===== config.mk =====
export PLATFORM = sky130hd
export DESIGN_NAME = conv_window_sched
export DESIGN_NICKNAME = d
export VERILOG_FILES = /design/src/rtl/conv_window_sched.sv
export SDC_FILE = /design/constraint.sdc
export NUM_CORES = 1
export LEC_CHECK = 0
export CAP_MARGIN = 15
export CELL_PAD_IN_SITES_DETAIL_PLACEMENT = 0
export CELL_PAD_IN_SITES_GLOBAL_PLACEMENT = 2
export CORE_MARGIN = 5
export CORE_UTILIZATION = 28
export CTS_CLUSTER_SIZE = 30
export DETAILED_ROUTE_END_ITERATION = 16
export GPL_TIMING_DRIVEN = 0
export PLACE_DENSITY_LB_ADDON = 0.08
export SLEW_MARGIN = 20
export SYNTH_ARGS = -nofsm -noshare
export SYNTH_HDL_FRONTEND = slang
export SYNTH_SLANG_ARGS = --single-unit

===== constraint.sdc =====
create_clock -name clk -period 2.5 [get_ports clk]
set_input_delay 0.375 -clock clk [delete_from_list [all_inputs] [get_ports clk]]
set_output_delay 0.375 -clock clk [all_outputs]
set_load 0.02 [all_outputs]

===== src/rtl/conv_window_sched.sv =====
`default_nettype none
// +----------------------------------------------------------------------------+
// | conv_window_sched                                                          |
// | Loads an image into the row-memory bank and streams every 3x3 window out.  |
// | Rev 1.0                                                                    |
// +----------------------------------------------------------------------------+
module conv_window_sched #(
  parameter int DATA_W  = 8,
  parameter int IMG_DIM = 8,
  parameter int KSIZE   = 3
) (
  input  logic                            clk,
  input  logic                            rst_n,
  input  logic                            start,
  input  logic                            pix_valid,
  input  logic [DATA_W-1:0]               pix_data,
  output logic                            pix_ready,
  output logic [IMG_DIM-1:0]              ram_we,
  output logic [$clog2(IMG_DIM)-1:0]      ram_addr,
  output logic [DATA_W-1:0]               ram_din,
  input  logic [IMG_DIM*DATA_W-1:0]       ram_dout,
  output logic                            win_valid,
  output logic [KSIZE*KSIZE*DATA_W-1:0]   win_data,
  output logic [$clog2(IMG_DIM)-1:0]      win_row,
  output logic [$clog2(IMG_DIM)-1:0]      win_col,
  input  logic                            win_ready,
  output logic                            busy,
  output logic                            done
);

  localparam int AW = $clog2(IMG_DIM);
  localparam int KW = $clog2(KSIZE + 1);
  localparam logic [AW-1:0] LAST_POS = AW'(IMG_DIM - KSIZE);
  localparam logic [AW-1:0] LAST_IDX = AW'(IMG_DIM - 1);

  typedef enum logic [2:0] {IDLE, LOAD, RD, OUT, FIN} state_t;

  state_t            state, state_nx;
  logic [AW-1:0]     ld_r, ld_c, wr, wc;
  logic [KW-1:0]     k;
  logic [DATA_W-1:0] win_q   [KSIZE][KSIZE];
  logic [DATA_W-1:0] rows    [IMG_DIM];
  logic [AW-1:0]     row_sel [KSIZE];
  logic              last_pix;

  for (genvar r = 0; r < IMG_DIM; r++) begin : g_rows
    assign rows[r] = ram_dout[r*DATA_W +: DATA_W];
  end

  for (genvar i = 0; i < KSIZE; i++) begin : g_sel
    assign row_sel[i] = wr + AW'(i);
  end

  for (genvar i = 0; i < KSIZE; i++) begin : g_win_i
    for (genvar j = 0; j < KSIZE; j++) begin : g_win_j
      assign win_data[(KSIZE*i+j)*DATA_W +: DATA_W] = win_q[i][j];
    end
  end

  assign last_pix = (ld_r == LAST_IDX) && (ld_c == LAST_IDX);
  assign win_row  = wr;
  assign win_col  = wc;

  always_comb begin
    state_nx  = state;
    pix_ready = 1'b0;
    ram_we    = '0;
    ram_addr  = '0;
    ram_din   = '0;
    win_valid = 1'b0;
    busy      = 1'b1;
    done      = 1'b0;
    case (state)
      IDLE: begin
        busy = 1'b0;
        if (start) state_nx = LOAD;
      end
      LOAD: begin
        pix_ready = 1'b1;
        if (pix_valid) begin
          ram_we   = IMG_DIM'(1) << ld_r;
          ram_addr = ld_c;
          ram_din  = pix_data;
          if (last_pix) state_nx = RD;
        end
      end
      RD: begin
        // Address column k now; its data lands one cycle later.
        if (k < KW'(KSIZE)) ram_addr = wc + AW'(k);
        if (k == KW'(KSIZE)) state_nx = OUT;
      end
      OUT: begin
        win_valid = 1'b1;
        if (win_ready) state_nx = (wc == LAST_POS && wr == LAST_POS) ? FIN : RD;
      end
      FIN: begin
        done     = 1'b1;
        state_nx = IDLE;
      end
      default: state_nx = IDLE;
    endcase
  end

  always_ff @(posedge clk or negedge rst_n) begin
    if (!rst_n) begin
      state <= IDLE;
      ld_r  <= '0;
      ld_c  <= '0;
      wr    <= '0;
      wc    <= '0;
      k     <= '0;
      for (int i = 0; i < KSIZE; i++)
        for (int j = 0; j < KSIZE; j++)
          win_q[i][j] <= '0;
    end else begin
      state <= state_nx;
      case (state)
        IDLE: begin
          if (start) begin
            ld_r <= '0;
            ld_c <= '0;
          end
        end
        LOAD: begin
          if (pix_valid) begin
            ld_c <= (ld_c == LAST_IDX) ? '0 : ld_c + 1'b1;
            if (ld_c == LAST_IDX) ld_r <= ld_r + 1'b1;
            if (last_pix) begin
              wr <= '0;
              wc <= '0;
              k  <= '0;
            end
          end
        end
        RD: begin
          k <= k + 1'b1;
          for (int i = 0; i < KSIZE; i++)
            for (int j = 0; j < KSIZE; j++)
              if (k == KW'(j + 1)) win_q[i][j] <= rows[row_sel[i]];
        end
        OUT: begin
          if (win_ready) begin
            k <= '0;
            if (wc != LAST_POS) begin
              wc <= wc + 1'b1;
            end else if (wr != LAST_POS) begin
              wc <= '0;
              wr <= wr + 1'b1;
            end
          end
        end
        default: ;
      endcase
    end
  end

endmodule
`default_nettype wire


After elaboration in Yosys (flattened, before gate mapping)
Index checks and enable logic that the tools add are counted.

Flip-flop bits (word level): 89. Input port bits: 77. Output and inout bits: 101. Logic and storage cells: 115.

Add/sub/neg operators: 7. $lt $le $gt $ge: 4. Equality and inequality tests: 22. Shifts and indexed selects: 1. Multiplexer cells: 48. Bitwise gates (word level): 3. Reduce and logical (&&, ||, !) cells: 15.

Operator list (number): $mux 8 (10); $bmux 8 s3 (3); $mux 3 (21); $pmux 3 s2 (5); $ne 2x2->1 const B (8); $eq 3x3->1 const B (5); $add 3x1->3 const B (4); $ge 4x4->1 const B (3); $not 3->4 (3); $pmux 3 s4 (1); $reduce_and 5->1 (2); $ne 3x3->1 const B (3); $reduce_and 4->1 (2); $shl 1x3->8 const A (1); $eq 3x2->1 const B (2); $mux 2 (3); $pmux 2 s3 (1); $reduce_and 2->1 (3); $reduce_and 6->1 (1); $eq 2x2->1 const B (2); $mux 1 (4); $reduce_bool 2->1 (2); $add 3x2->3 (1); $add 3x2->3 const B (1); 8 further kinds (9).

Longest topological paths before layout
Depth in word-level cells: 5. Depth in mapped cells: 7. Depth with buffers taken out: 6.

Least setup slack after synthesis
Ideal clock, no wire load.

Path kind: register to register. Start point: register wr[1], in the netlist win_row[1]. End point: register win_q, in the netlist win_data[46]. Library setup time: 0.137 ns. Arrival time: 1.937 ns. Required time: 2.363 ns. Path slack: 0.426 ns. Cell stages (with the launch flop): 6. Path buffers: 0. Clock period less this slack: 2.074 ns. Cell sequence: dfrtp_1 > ha_1 > xor2_2 > mux4_1 > mux2i_1 > a21oi_1.

Longest elaborated chain between the ends: 5.

RTL lines: start: declaration (RTL line 39) `logic [AW-1:0] ld_r, ld_c, wr, wc;`; start signal: assignment (RTL line 148) `wr <= wr + 1'b1;`; $add 3x1->3 (RTL line 51) `assign row_sel[i] = wr + AW'(i);`; $not 3->4 (not written as such) (RTL line 139) `if (k == KW'(j + 1)) win_q[i][j] <= rows[row_sel[i]];`; $bmux 8 s3 (RTL line 139); $mux 8 (not written as such) (2 in a row) (RTL line 139); end signal: indexed assignment (RTL line 139); end: declaration (RTL line 41) `logic [DATA_W-1:0] win_q [KSIZE][KSIZE];`.

Every way passes these cells. The select of a mux whose other input is x is not followed. A chain may end at the register's enable or synchronous reset.

Worst setup path in the final report
Start point: register k[0]. End point: output port ram_addr[2].

Longest elaborated chain between the ends: 3. Elaborated cells between the ends (all ways): 4. Classes of those cells: add/sub: 1; order compare: 1; mux: 2.

RTL lines: start: declaration (RTL line 40) `logic [KW-1:0] k;`; start signal: assignment (RTL line 136) `k <= k + 1'b1;`; $add 3x2->3 / $lt 2x2->1 (equally long branches) (RTL line 89) `if (k < KW'(KSIZE)) ram_addr = wc + AW'(k);`; $mux 3 * (RTL line 89); $pmux 3 s2 * (RTL line 73) `case (state)`; end: declaration (RTL line 19) `output logic [$clog2(IMG_DIM)-1:0] ram_addr,`.

Every way passes the cells marked *; elsewhere a longest branch is shown, timed or not.

==> impl_results.md <==
* Initial antenna violation count at 1
* EDFF count, synth at 0
* CTS tree: built
* Initial DRC count at 237
* Startpoint types: flop
* Clock root buffer: clkbuf_16
* CP Cell Sequence: ha_1, fa_1, xor2_1, a22o_1, clkdlybuf4s15_1
* Pwr Total at 7860 uW
* Avg Cell Area, Syn at 11.2 um2
* Synth Cell Area at 0.00508 mm2
* Top_reg_cell synth: dfrtp_1
* Most frequent cells in the layout: clkdlybuf4s50_1, dfrtp_1, nor2_1, a21oi_1, mux4_2
* Family with the most delay on the worst path: adder cells
* Maximum vdd drop at 0.000575 V
* Num CTS Buffers at 9
* Most common cell after layout, fill and taps aside: clkdlybuf4s50_1
* Die width at 145 um
* Pwr dens at 1050 mW/mm2
* Crit path buffers/inverters at 1
* Max FO, Critical Path at 6
* GRT Overall Usage at 0.176
* WP data arrival at 2030 ps
* Worst stage delay on the critical path at 440 ps
* Row cnt at 49
* Leakage at 0.00316 uW
* Vias in the first global route at 4,523
* R2R Path Start: win_row[1]
* Core area at 0.0179 mm2
* Ant diodes at 0
* WP data required at 2120 ps
* Initial core utilization at 0.284
* Synth Warn # at 0
* Final Wtd Congestion at 0.786
* Die height at 145 um
* Ports at 178
* Status: completed
* Count of cell types in the netlist at 37
* First-pass GRT wire length at 27,400 um
* Number of detailed-route iterations in the first pass at 4
* Critical Path Sink Type: output pin
* H-tree depth at 3
* Vias at 4,391
* #FFs+latches synth at 89
* Clock Latency Late Sink at 350 ps
* # Max-Cap Violations at 0
* Slew @ Worst Pin at 607 ps
* Sequential fraction of the synthesis area at 0.439
* Critical path class: reg -> out
* Drt drc at 0
* Post-synth ARST share at 1.00
* Final Max Tran Viols at 0
* Maximum clock frequency at 416 MHz
* Flop2flop setup slack at 140 ps
* Nets at 740
* Via-per-instance ratio at 4.98
* Final Hold Viols at 0
* Reg-to-Reg End: win_data[33]
* Post-route minimum period at 2400 ps
* Worst hold path type: in -> async
* Clock Path Buffers at 2
* Area Growth Syn to Fin at 47.5%
* Fraction of layout cells with a size suffix above 1 at 0.161
* Post-DRT Antenna Nets at 0
* Relative slew slack at 0.584
* Post-Syn Instances at 455
* Final period util at 0.961
* # setup viols final at 0
* Sink Count at 89
* Die ar. at 0.0209 mm2
* Clock slew at reported path FFs at 70 ps
* Syn Nets at 547
* Area of placed instances at 0.00717 mm2
* Slowest cell on crit path: dfrtp_2
* RSZ-0062 raised after global routing: no
* WL/cell at 20.8 um
* Post-layout instance area at 0.00749 mm2
* Clk_skew at 19.0 ps
* HPWL after DPL at 14,200 um
* Final hold slack at 526 ps
* Post-Route WL at 18,400 um
* Total global routing overflow at 0
* Largest net degree at the start of global routing at 48
* FF-to-FF path depth at 6
* Port Buffers at 177
[worst reg2reg max path, delay by kind of cell (launching register included)]
family	cells	cell delay [ps]
compound gates	1	110
xor+xnor	1	330
fa+ha+maj	1	320
buf+inv	1	280
flops	1	440
mux	2	740
[how the worst max path moves through the flow]
stage	slack [ps]	to	start	cells after the start
after floorplan	430	win_data[46]	win_row[1]	5
after global placement	-2490	win_data[11]	rst_n	1
after detailed placement	-480	ram_din[2]	pix_valid	7
after CTS	9	ram_addr[2]	state[1]	6
after global routing	4	win_data[26]	win_row[1]	6
final	100	ram_addr[2]	k[0]	5
[cells by family (layout without fill, tap and decap cells)]
logic type	Yosys count	count (layout)	synth area share
adders and majority gates	15	15	0.0384
and+or+nand+nor	130	130	0.118
muxes	69	69	0.240
buffers and inverters	45	243	0.0463
DFF	89	89	0.439
xor gates and xnor gates	2	2	0.00493
AOI/OAI and AO/OA	105	105	0.114
[registers in the layout (all words and copies together), names as in the netlist]
signal,count
win_data,72
ld_c,3
ld_r,3
state,3
win_col,3
win_row,3
k,2
[layer usage]
layer | global-route usage | part of all wire | vias up | routed length [um]
met5 | 0 | 0.00060 | - | 11
met4 | 0.0403 | 0.0093 | 2 | 170
met3 | 0.0437 | 0.069 | 13 | 1270
met2 | 0.276 | 0.46 | 138 | 8500
met1 | 0.247 | 0.46 | 2194 | 8410
li1 | - | - | 2044 | -
[cell usage after synthesis, drive strengths merged (6+ instances only)]
cell     n  area [um2]
mux2i   25         250
nand2    8        30.0
ha      14         175
buf     23         153
nor2    80         300
and2    16         100
dfrtp   89        2230
mux2     6        67.6
nand3    7        35.0
a22o    10        87.6
clkbuf   9        33.8
mux4    38         901
inv     13        48.8
and3     8        50.1
o21ai   16        80.1
a21oi   73         365
[metrics by stage]
step | utilization | setup WS, ps | TNS, ps | instances
2_1_floorplan | - | 426 | 0 | 455
3_3_place_gp | 0.399 | -2490 | -227150 | 861
3_5_place_dp | 0.400 | -476 | -6760 | 862
4_1_cts | 0.419 | 9.40 | 0 | 879
5_1_grt | 0.419 | 4.48 | 0 | 882
6_report | 0.419 | 97.0 | 0 | 882
[power by group]
group          leakage, uW  switching [uW]  internal, uW
Clock             0.000138             667           702
Sequential        0.000970             428          2060
Combinational      0.00205            2210          1810
[what timing repair did]
| item | CTS | global route |
|---|---|---|
| endpoints found under the hold margin | 42 | 0 |
| resized for setup | 32 | 28 |
| pin swaps | 0 | 1 |
| buffers inserted | 1 | 3 |
| hold buffers | 1 | 0 |
| endpoints found under the setup margin | 34 | 22 |
[final cells by class]
cell class	count	area, um2
plain buffers	31	186
clock buffers	9	225
clock inverters	7	68.8
fillers	1723	10400
inverters	13	48.8
multi-input cells	321	2670
flip-flops and latches	89	2230
well taps	229	287
repair buffers	183	1780
Note: power is estimated with default switching activity, not from simulation.
